## config.mk

```make
export PLATFORM = sky130hd
export DESIGN_NAME = button_msg_sender
export DESIGN_NICKNAME = d
export VERILOG_FILES = /design/src/rtl/uart_pkg.sv /design/src/rtl/btn_debounce.sv /design/src/rtl/button_msg_sender.sv
export SDC_FILE = /design/constraint.sdc
export NUM_CORES = 1
export LEC_CHECK = 0
export CORE_MARGIN = 8
export CORE_UTILIZATION = 30
export CTS_BUF_LIST = sky130_fd_sc_hd__clkbuf_16
export CTS_CLUSTER_SIZE = 25
export DETAILED_ROUTE_END_ITERATION = 10
export PLACE_DENSITY = 0.56
export SYNTH_ARGS = -nofsm -noshare
export SYNTH_HDL_FRONTEND = slang
export SYNTH_SLANG_ARGS = --single-unit
```

## constraint.sdc

```tcl
create_clock -name clk -period 2.55 [get_ports clk]
set_clock_uncertainty 0.1 [all_clocks]
set_input_delay 0.3825 -clock clk [delete_from_list [all_inputs] [get_ports clk]]
set_output_delay 0.3825 -clock clk [all_outputs]
set_load 0.02 [all_outputs]
```

## src/rtl/uart_pkg.sv

```systemverilog
// Shared definitions for the button-driven UART message sender: timing constants,
// message FSM state encoding and the fixed message ROM.
package uart_pkg;

  localparam int unsigned CLK_HZ   = 48000000;
  localparam int unsigned BAUD_DIV = 5000;

  typedef enum logic [2:0] {
    ST_IDLE      = 3'd0,
    ST_WAIT_IDLE = 3'd1,
    ST_REQ       = 3'd2,
    ST_WAIT_DONE = 3'd3,
    ST_NEXT      = 3'd4,
    ST_FINISH    = 3'd5
  } msg_state_e;

  // "Hello!\r\n"; entries past the message length read as zero.
  function automatic logic [7:0] msg_rom(input logic [3:0] idx);
    logic [7:0] b;
    case (idx)
      4'd0:    b = 8'h48;
      4'd1:    b = 8'h65;
      4'd2:    b = 8'h6C;
      4'd3:    b = 8'h6C;
      4'd4:    b = 8'h6F;
      4'd5:    b = 8'h21;
      4'd6:    b = 8'h0D;
      4'd7:    b = 8'h0A;
      default: b = 8'h00;
    endcase
    return b;
  endfunction

endpackage

```

## src/rtl/btn_debounce.sv

```systemverilog
// Push-button conditioning: 2-FF synchroniser, saturating-free debounce counter
// and a one-cycle press strobe on the 0->1 edge of the debounced level.
module btn_debounce #(
  parameter int unsigned DEBOUNCE_CYCLES = 480000
) (
  input  logic clk,
  input  logic rst,
  input  logic btn,
  output logic level,
  output logic press
);

  localparam int unsigned CW = $clog2(DEBOUNCE_CYCLES + 1);

  logic          sync1_q, sync2_q;
  logic          level_q, level_d;
  logic          press_q, press_d;
  logic [CW-1:0] cnt_q, cnt_d;

  always_ff @(posedge clk or posedge rst) begin
    if (rst) begin
      sync1_q <= 1'b0;
      sync2_q <= 1'b0;
      level_q <= 1'b0;
      press_q <= 1'b0;
      cnt_q   <= '0;
    end else begin
      sync1_q <= btn;
      sync2_q <= sync1_q;
      level_q <= level_d;
      press_q <= press_d;
      cnt_q   <= cnt_d;
    end
  end

  // Counter only runs while the synchronised input disagrees with the accepted level.
  always_comb begin
    level_d = level_q;
    cnt_d   = '0;
    if (sync2_q != level_q) begin
      if (cnt_q == CW'(DEBOUNCE_CYCLES - 1)) begin
        level_d = ~level_q;
      end else begin
        cnt_d = cnt_q + 1'b1;
      end
    end
    press_d = level_d & ~level_q;
  end

  assign level = level_q;
  assign press = press_q;

endmodule

```

## src/rtl/button_msg_sender.sv

```systemverilog
// Sends the ROM message byte-by-byte to the UART transmitter on each debounced
// button press, using the data/flag_start/flag_busy handshake.
module button_msg_sender #(
  parameter int unsigned CLK_HZ          = 48000000,
  parameter int unsigned DEBOUNCE_CYCLES = 480000,
  parameter int unsigned MSG_LEN         = 8,
  parameter int unsigned ACK_TIMEOUT     = 16383
) (
  input  logic       clk,
  input  logic       rst,
  input  logic       btn,
  input  logic       flag_busy,
  output logic [7:0] data,
  output logic       flag_start,
  output logic       sending,
  output logic       msg_done,
  output logic       err_timeout
);

  import uart_pkg::*;

  localparam int unsigned TW = $clog2(ACK_TIMEOUT + 1);

  logic btn_level, btn_press;

  btn_debounce #(
    .DEBOUNCE_CYCLES(DEBOUNCE_CYCLES)
  ) u_deb (
    .clk  (clk),
    .rst  (rst),
    .btn  (btn),
    .level(btn_level),
    .press(btn_press)
  );

  msg_state_e    state_q, state_d;
  logic [3:0]    idx_q, idx_d;
  logic [7:0]    data_q, data_d;
  logic          start_q, start_d;
  logic          err_q, err_d;
  logic [TW-1:0] tcnt_q, tcnt_d;

  always_ff @(posedge clk or posedge rst) begin
    if (rst) begin
      state_q <= ST_IDLE;
      idx_q   <= '0;
      data_q  <= '0;
      start_q <= 1'b0;
      err_q   <= 1'b0;
      tcnt_q  <= '0;
    end else begin
      state_q <= state_d;
      idx_q   <= idx_d;
      data_q  <= data_d;
      start_q <= start_d;
      err_q   <= err_d;
      tcnt_q  <= tcnt_d;
    end
  end

  always_comb begin
    state_d = state_q;
    idx_d   = idx_q;
    data_d  = data_q;
    start_d = 1'b0;
    err_d   = 1'b0;
    tcnt_d  = tcnt_q;
    case (state_q)
      ST_IDLE: begin
        if (btn_press && btn_level) begin
          idx_d   = '0;
          state_d = ST_WAIT_IDLE;
        end
      end
      ST_WAIT_IDLE: begin
        if (!flag_busy) begin
          data_d  = msg_rom(idx_q);
          start_d = 1'b1;
          tcnt_d  = '0;
          state_d = ST_REQ;
        end
      end
      // flag_start stays high for exactly ACK_TIMEOUT cycles if busy never answers.
      ST_REQ: begin
        if (flag_busy) begin
          state_d = ST_WAIT_DONE;
        end else if (tcnt_q == TW'(ACK_TIMEOUT - 1)) begin
          err_d   = 1'b1;
          state_d = ST_IDLE;
        end else begin
          start_d = 1'b1;
          tcnt_d  = tcnt_q + 1'b1;
        end
      end
      ST_WAIT_DONE: begin
        if (!flag_busy) begin
          state_d = ST_NEXT;
        end
      end
      ST_NEXT: begin
        if (idx_q == 4'(MSG_LEN - 1)) begin
          state_d = ST_FINISH;
        end else begin
          idx_d   = idx_q + 4'd1;
          state_d = ST_WAIT_IDLE;
        end
      end
      ST_FINISH: state_d = ST_IDLE;
      default:   state_d = ST_IDLE;
    endcase
  end

  assign data        = data_q;
  assign flag_start  = start_q;
  assign err_timeout = err_q;
  assign sending     = (state_q != ST_IDLE);
  assign msg_done    = (state_q == ST_FINISH);

endmodule
```

# Word-level counts from Yosys, hierarchy flattened

Memory sizes are Yosys's and may differ from the RTL's.
Index checks and enable logic that the tools add are counted.

Register bits after elaboration: 54
ROM bits: 48
Output and inout bits: 12
Logic and storage cells: 69
Memories: 1

Add/subtract/negate cells: 3
Equality and inequality tests: 16
Multiplexer cells: 26
Bitwise gates (word level): 3
Reduce and logical (&&, ||, !) cells: 9

Memory list:

| name            | depth | width | rd ports | clocked after Yosys merged registers in | write ports | RTL line       | source |
|---|---|---|---|---|---|---|---|
| (no name shown) | 8     | 6     | 1        | 0                                       | 0           | uart_pkg.sv:20 | `case (idx)` |

Operator list:

| kind                                                                   | number |
|---|---|
| 14-bit two-way mux                                                     | 3 |
| 19-bit two-way mux                                                     | 2 |
| 14-bit one-hot mux with 2 select lines                                 | 1 |
| 19-bit by 1-bit adder with 19-bit output (second input constant)       | 1 |
| 19-bit equality test (second input constant)                           | 1 |
| 3-bit two-way mux                                                      | 6 |
| 3-bit one-hot mux with 5 select lines                                  | 1 |
| 14-bit by 1-bit adder with 14-bit output (second input constant)       | 1 |
| 14-bit equality test (second input constant)                           | 1 |
| 2-bit != test (second input constant)                                  | 6 |
| 1-bit two-way mux                                                      | 8 |
| 4-bit two-way mux                                                      | 2 |
| 8-bit two-way mux                                                      | 1 |
| 4-bit one-hot mux with 2 select lines                                  | 1 |
| 4-bit AND reduction                                                    | 2 |
| 3-bit by 2-bit equality test with 1-bit output (second input constant) | 2 |
| 3-bit equality test (second input constant)                            | 2 |
| 4-bit by 1-bit adder with 4-bit output (second input constant)         | 1 |
| 4-bit by 3-bit equality test with 1-bit output (second input constant) | 1 |
| 2-bit nonzero test                                                     | 2 |
| 3-bit by 1-bit equality test with 1-bit output (second input constant) | 1 |
| 3-bit logical NOT                                                      | 1 |
| 3-bit != test (second input constant)                                  | 1 |
| 3-bit AND reduction                                                    | 1 |
| 7 further kinds                                                        | 8 |

# Depth between registers and ports, before layout

Gate-level depths: netlist (run 1).

Word-level depth: 4
Mapped depth: 7

# By module

A second synthesis (run 1) with hierarchy kept.

Cells, all modules: 285
Area total of the unflattened synthesis: 2798.9 um^2

Modules (own cells, without submodules):

| module            | instances | cells each | area an instance (um^2) | seq. area each (um^2) |
|---|---|---|---|---|
| button_msg_sender | 1         | 171        | 1652.8                  | 725.7 |
| btn_debounce      | 1         | 114        | 1146.1                  | 575.6 |

# Worst setup path after synthesis (run 1)

No wires, ideal clock.

Path type: register to register
Start: register u_deb.cnt_q[8]
End: register u_deb.level_q (netlist: u_deb.level)
Setup time: 0.125 ns
Arrival time: 1.843 ns
Data required time: 2.325 ns
Setup slack: 0.482 ns
Stages on the path, launching flop included: 6
Buffers on the path: 1
Path through: dfrtp_1 > buf_6 > or4_1 > or3_4 > or2_4 > mux2_4

Longest elaborated chain between the ends: 3

Ends and longest elaborated chain:

| element                  | RTL line           | source |
|---|---|---|
| start: declaration       | btn_debounce.sv:18 | `logic [CW-1:0] cnt_q, cnt_d;` |
| start signal: assignment | btn_debounce.sv:32 | `cnt_q <= cnt_d;` |
| 19-bit equality test     | btn_debounce.sv:41 | `if (cnt_q == CW'(DEBOUNCE_CYCLES - 1)) begin` |
| 1-bit two-way mux        | btn_debounce.sv:41 |  |
| 1-bit two-way mux        | btn_debounce.sv:40 | `if (sync2_q != level_q) begin` |
| named net u_deb.level_d  | btn_debounce.sv:16 | `logic level_q, level_d;` |
| end signal: assignment   | btn_debounce.sv:30 | `level_q <= level_d;` |
| end: declaration         | btn_debounce.sv:16 |  |

The timed path passes the listed nets, and every way through them passes these cells.
A chain may end at the register's enable or synchronous reset.

# Worst setup path after layout (run 1)

Start: register tcnt_q[4]
End: register tcnt_q[13]

Longest elaborated chain between the ends: 4

Ends and longest elaborated chain:

| element                                  | RTL line                | source |
|---|---|---|
| start: declaration                       | button_msg_sender.sv:41 | `logic [TW-1:0] tcnt_q, tcnt_d;` |
| start signal: assignment                 | button_msg_sender.sv:57 | `tcnt_q <= tcnt_d;` |
| 14-bit by 1-bit adder with 14-bit output | button_msg_sender.sv:92 | `tcnt_d = tcnt_q + 1'b1;` |
| 14-bit two-way mux                       | button_msg_sender.sv:87 | `end else if (tcnt_q == TW'(ACK_TIMEOUT - 1)) begin` |
| 14-bit two-way mux                       | button_msg_sender.sv:85 | `if (flag_busy) begin` |
| 14-bit one-hot mux with 2 select lines   | button_msg_sender.sv:68 | `case (state_q)` |

Several ways; a longest one is shown, not always the timed one. The select of a mux whose other input is x is not followed.

==> results by group, run 1 <==
Status
  • Outcome: finished, final reports clean

GRT
  • First-pass GRT wire length: 9901 µm
  • Largest net degree at the start of global routing: 53
  • Gr usage total: a little under a tenth
  • Vias in the first global route: 2,014
  • Gr ovfl total: 0
  • Initial antenna violation count: 0

Worst setup path
  • CP Capture Type: flop
  • Critical path class: reg2reg
  • Worst-path cell chain: nand4_1, or4_1, o2111a_1, or3_1
  • Crit-path max cell delay: about 740 ps
  • CP Buf/Inv Count: 0
  • Delay-heaviest family, CP: simple AND/OR/NAND/NOR gates
  • Required time of the critical path: 2620 ps
  • CP max-delay cell: or4_1
  • Critical path launch point type: flop
  • Crit path DAT: ~2300 ps
  • Crit Path Max Fanout: 8

Synth
  • Post-synth EDFFs: 0
  • Top cell type's share of synthesized area: between 40% and 50%
  • Number of synthesized register bits: 52
  • Mapped cell area: between 2000 and 3000 µm²
  • Area contributors post-synth: dfrtp_1 48%, xor2_1 4.2%, nand2_1 3.9%, ha_1 3.7%, nor2_1 3.2%
  • Synth Instances: around 280
  • Ys flop type: dfrtp_1
  • Synthesized area per cell: between 9 and 10 µm²
  • Yosys warns: 0
  • FFs w/ async S/R, synth: 100.0%
  • Sequential share of the synthesized area: 47.73%
  • Leading area contributor after synthesis: dfrtp_1
  • Synth unique cells: 52

Timing
  • Final hold viol count: 0
  • Maximum clock rate: about 450 MHz
  • RSZ-0062 raised after global routing: false
  • Rel. slew slack: a little under three fifths
  • Slew Viols, Final: 0
  • Total negative slack: 0 ps
  • Post-route clock period utilization: 86.27%
  • Worst slew pin tran: ~670 ps
  • Crit path time final: 2200 ps
  • Setup ws final: between 300 and 400 ps
  • Setup violators final: 0

Cells and area
  • Final #Nets: around 300
  • Final Non-Filler Cells: 400
  • Layout cells sized above 1: approximately 7.9%
  • Commonest cells after routing, fill and taps aside: 52 x dfrtp_1, 28 x nand2_1, 23 x nor2_1
  • Leading cell type in the layout, fill and taps excluded: dfrtp_1
  • Diodes inserted: 0
  • Final Cell Area: around 3100 µm²
  • Layout area overhead: 15.14%

Run
  • Maxcap violations: 0

Power and ir drop
  • VDD IR-drop max: ~0.25 mV
  • Lkg Pwr: 0.001333 µW
  • Pwr Density: 519.3 nW/µm²
  • Power, Total: 1630 µW

Clock network
  • CTS-repair resized insts: 0
  • TritonCTS buffer count: 5
  • Post-CTS setup buffers: 0
  • Htree depth: 2
  • Clk Latency, worst-skew pair: between 200 and 300 ps
  • Root Buffer: clkbuf_16
  • Hold-fix buffers, CTS: 0
  • CTS tree: done
  • Reg clk slew, reported paths: around 70 ps
  • Clk sinks: 52
  • Clock Path Buffers: 2

Die
  • # IOs: 16
  • Die area: around 12,000 µm²
  • Starting density of the core: around 31%
  • DIE WIDTH: 111.3 µm
  • Core ar.: roughly 9000 µm²
  • Std cell rows: 34
  • Chip Height: around 110 µm

Detailed routing
  • 1st-iter DRT viols: 70
  • Via count: just over 2,000
  • Per-cell routed wire length: roughly 14 µm
  • Post-route ant nets: 0
  • Final WL: around 5600 µm
  • DR DRC count: 0
  • Drt pass-1 iters: 4
  • Drt via density: between 5 and 6

Placed design
  • Buffers on Ports: 13
  • GPL Wtd Cong: 0.8017
  • Hpwl dp: about 3800 µm
  • Placed Area: a little under 3000 µm²
  • Dpl ws: 295.6 ps
  • Dpl cells: around 390

Min path
  • Path type of the worst min-delay path: reg2reg
stage by stage:
step	utilization [%]	hold slack, ps
after CTS	35.82	250.0
after floorplan	-	231.2
after detailed placement	33.97	234.7
after global routing	35.82	277.0
after global placement	33.97	234.8
final	35.82	248.9
power breakdown:
group / switching (µW) / total (µW) / leakage [µW] / internal (µW)
clock: 300 / 757 / 0.0000789 / 457
sequential: 4.34 / 834 / 0.000688 / 830
combinational: 28.5 / 39.0 / 0.000566 / 10.5
worst paths after layout:
path,startpoint,endpoint,slack [ps],cells past startpoint
setup / recovery,tcnt_q[4],tcnt_q[13],350,4
hold / removal,u_deb.sync1_q,u_deb.sync2_q,250,0
setup reg to reg,tcnt_q[4],tcnt_q[13],350,4
hold reg to reg,u_deb.sync1_q,u_deb.sync2_q,250,0
max in group asynchronous,rst,tcnt_q[7],1410,3
min in group asynchronous,rst,u_deb.cnt_q[16],470,3
per-layer routing:
metal / track usage, % / part of all wire [%]
met4: 2.400 / 0.83
met1: 12.29 / 49
met2: 14.14 / 46
met3: 3.006 / 3.8
met5: 0 / 0
state kept, by name, indices dropped and copies added, names as in the netlist:
| signal | count |
|---|---|
| idx_q | 4 |
| u_deb.sync2_q | 1 |
| u_deb.level | 1 |
| tcnt_q | 14 |
| u_deb.cnt_q | 19 |
| data | 6 |
| u_deb.sync1_q | 1 |
| state_q | 3 |
| u_deb.press | 1 |
| flag_start | 1 |
| err_timeout | 1 |
kinds of logic (layout without fill, tap and decap cells):
logic type	Yosys count	after routing	share of synthesized area (%)
and+or+nand+nor	121	121	24.60
DFF	52	52	47.73
AOI/OAI and AO/OA	46	46	11.75
buffers and inverters	24	39	3.992
xor gates and xnor gates	19	19	6.104
adders and majority gates	8	8	3.672
muxes	5	5	2.019
other	1	2	0.1375
Yosys cell counts, types with 4 or more instances:
cell type and count:
inv_1 12, or4_1 4, o31ai_1 5, nor2_1 23, or3_1 5, xnor2_1 6, dfrtp_1 52, clkbuf_1 6
and4_1 6, a21oi_1 6, xor2_1 13, nand4_1 13, nand3_1 15, ha_1 8, mux2i_1 4, and3_1 4
nand2_1 28, o21ai_0 15
layout make-up:
cell class	count	area, µm²
Timing Repair Buffer	19	175.2
Fill cell	882	5624
Sequential cell	52	1301
Clock inverter	3	37.54
Tap cell	108	135.1
Clock buffer	5	125.1
Inverter	12	45.04
Multi-Input combinational cell	201	1320
Power figures use the tool's default switching activity.
==> run 2: changes to the inputs <==
--- a/config.mk
+++ b/config.mk
@@ -5,6 +5,7 @@
 export SDC_FILE = /design/constraint.sdc
 export NUM_CORES = 1
 export LEC_CHECK = 0
+export ABC_CLOCK_PERIOD_IN_PS = 2550
 export CORE_MARGIN = 8
 export CORE_UTILIZATION = 30
 export CTS_BUF_LIST = sky130_fd_sc_hd__clkbuf_16
==> results of run 2 <==
Same layout as run 1: the final DEF is identical, and so are final timing and power.
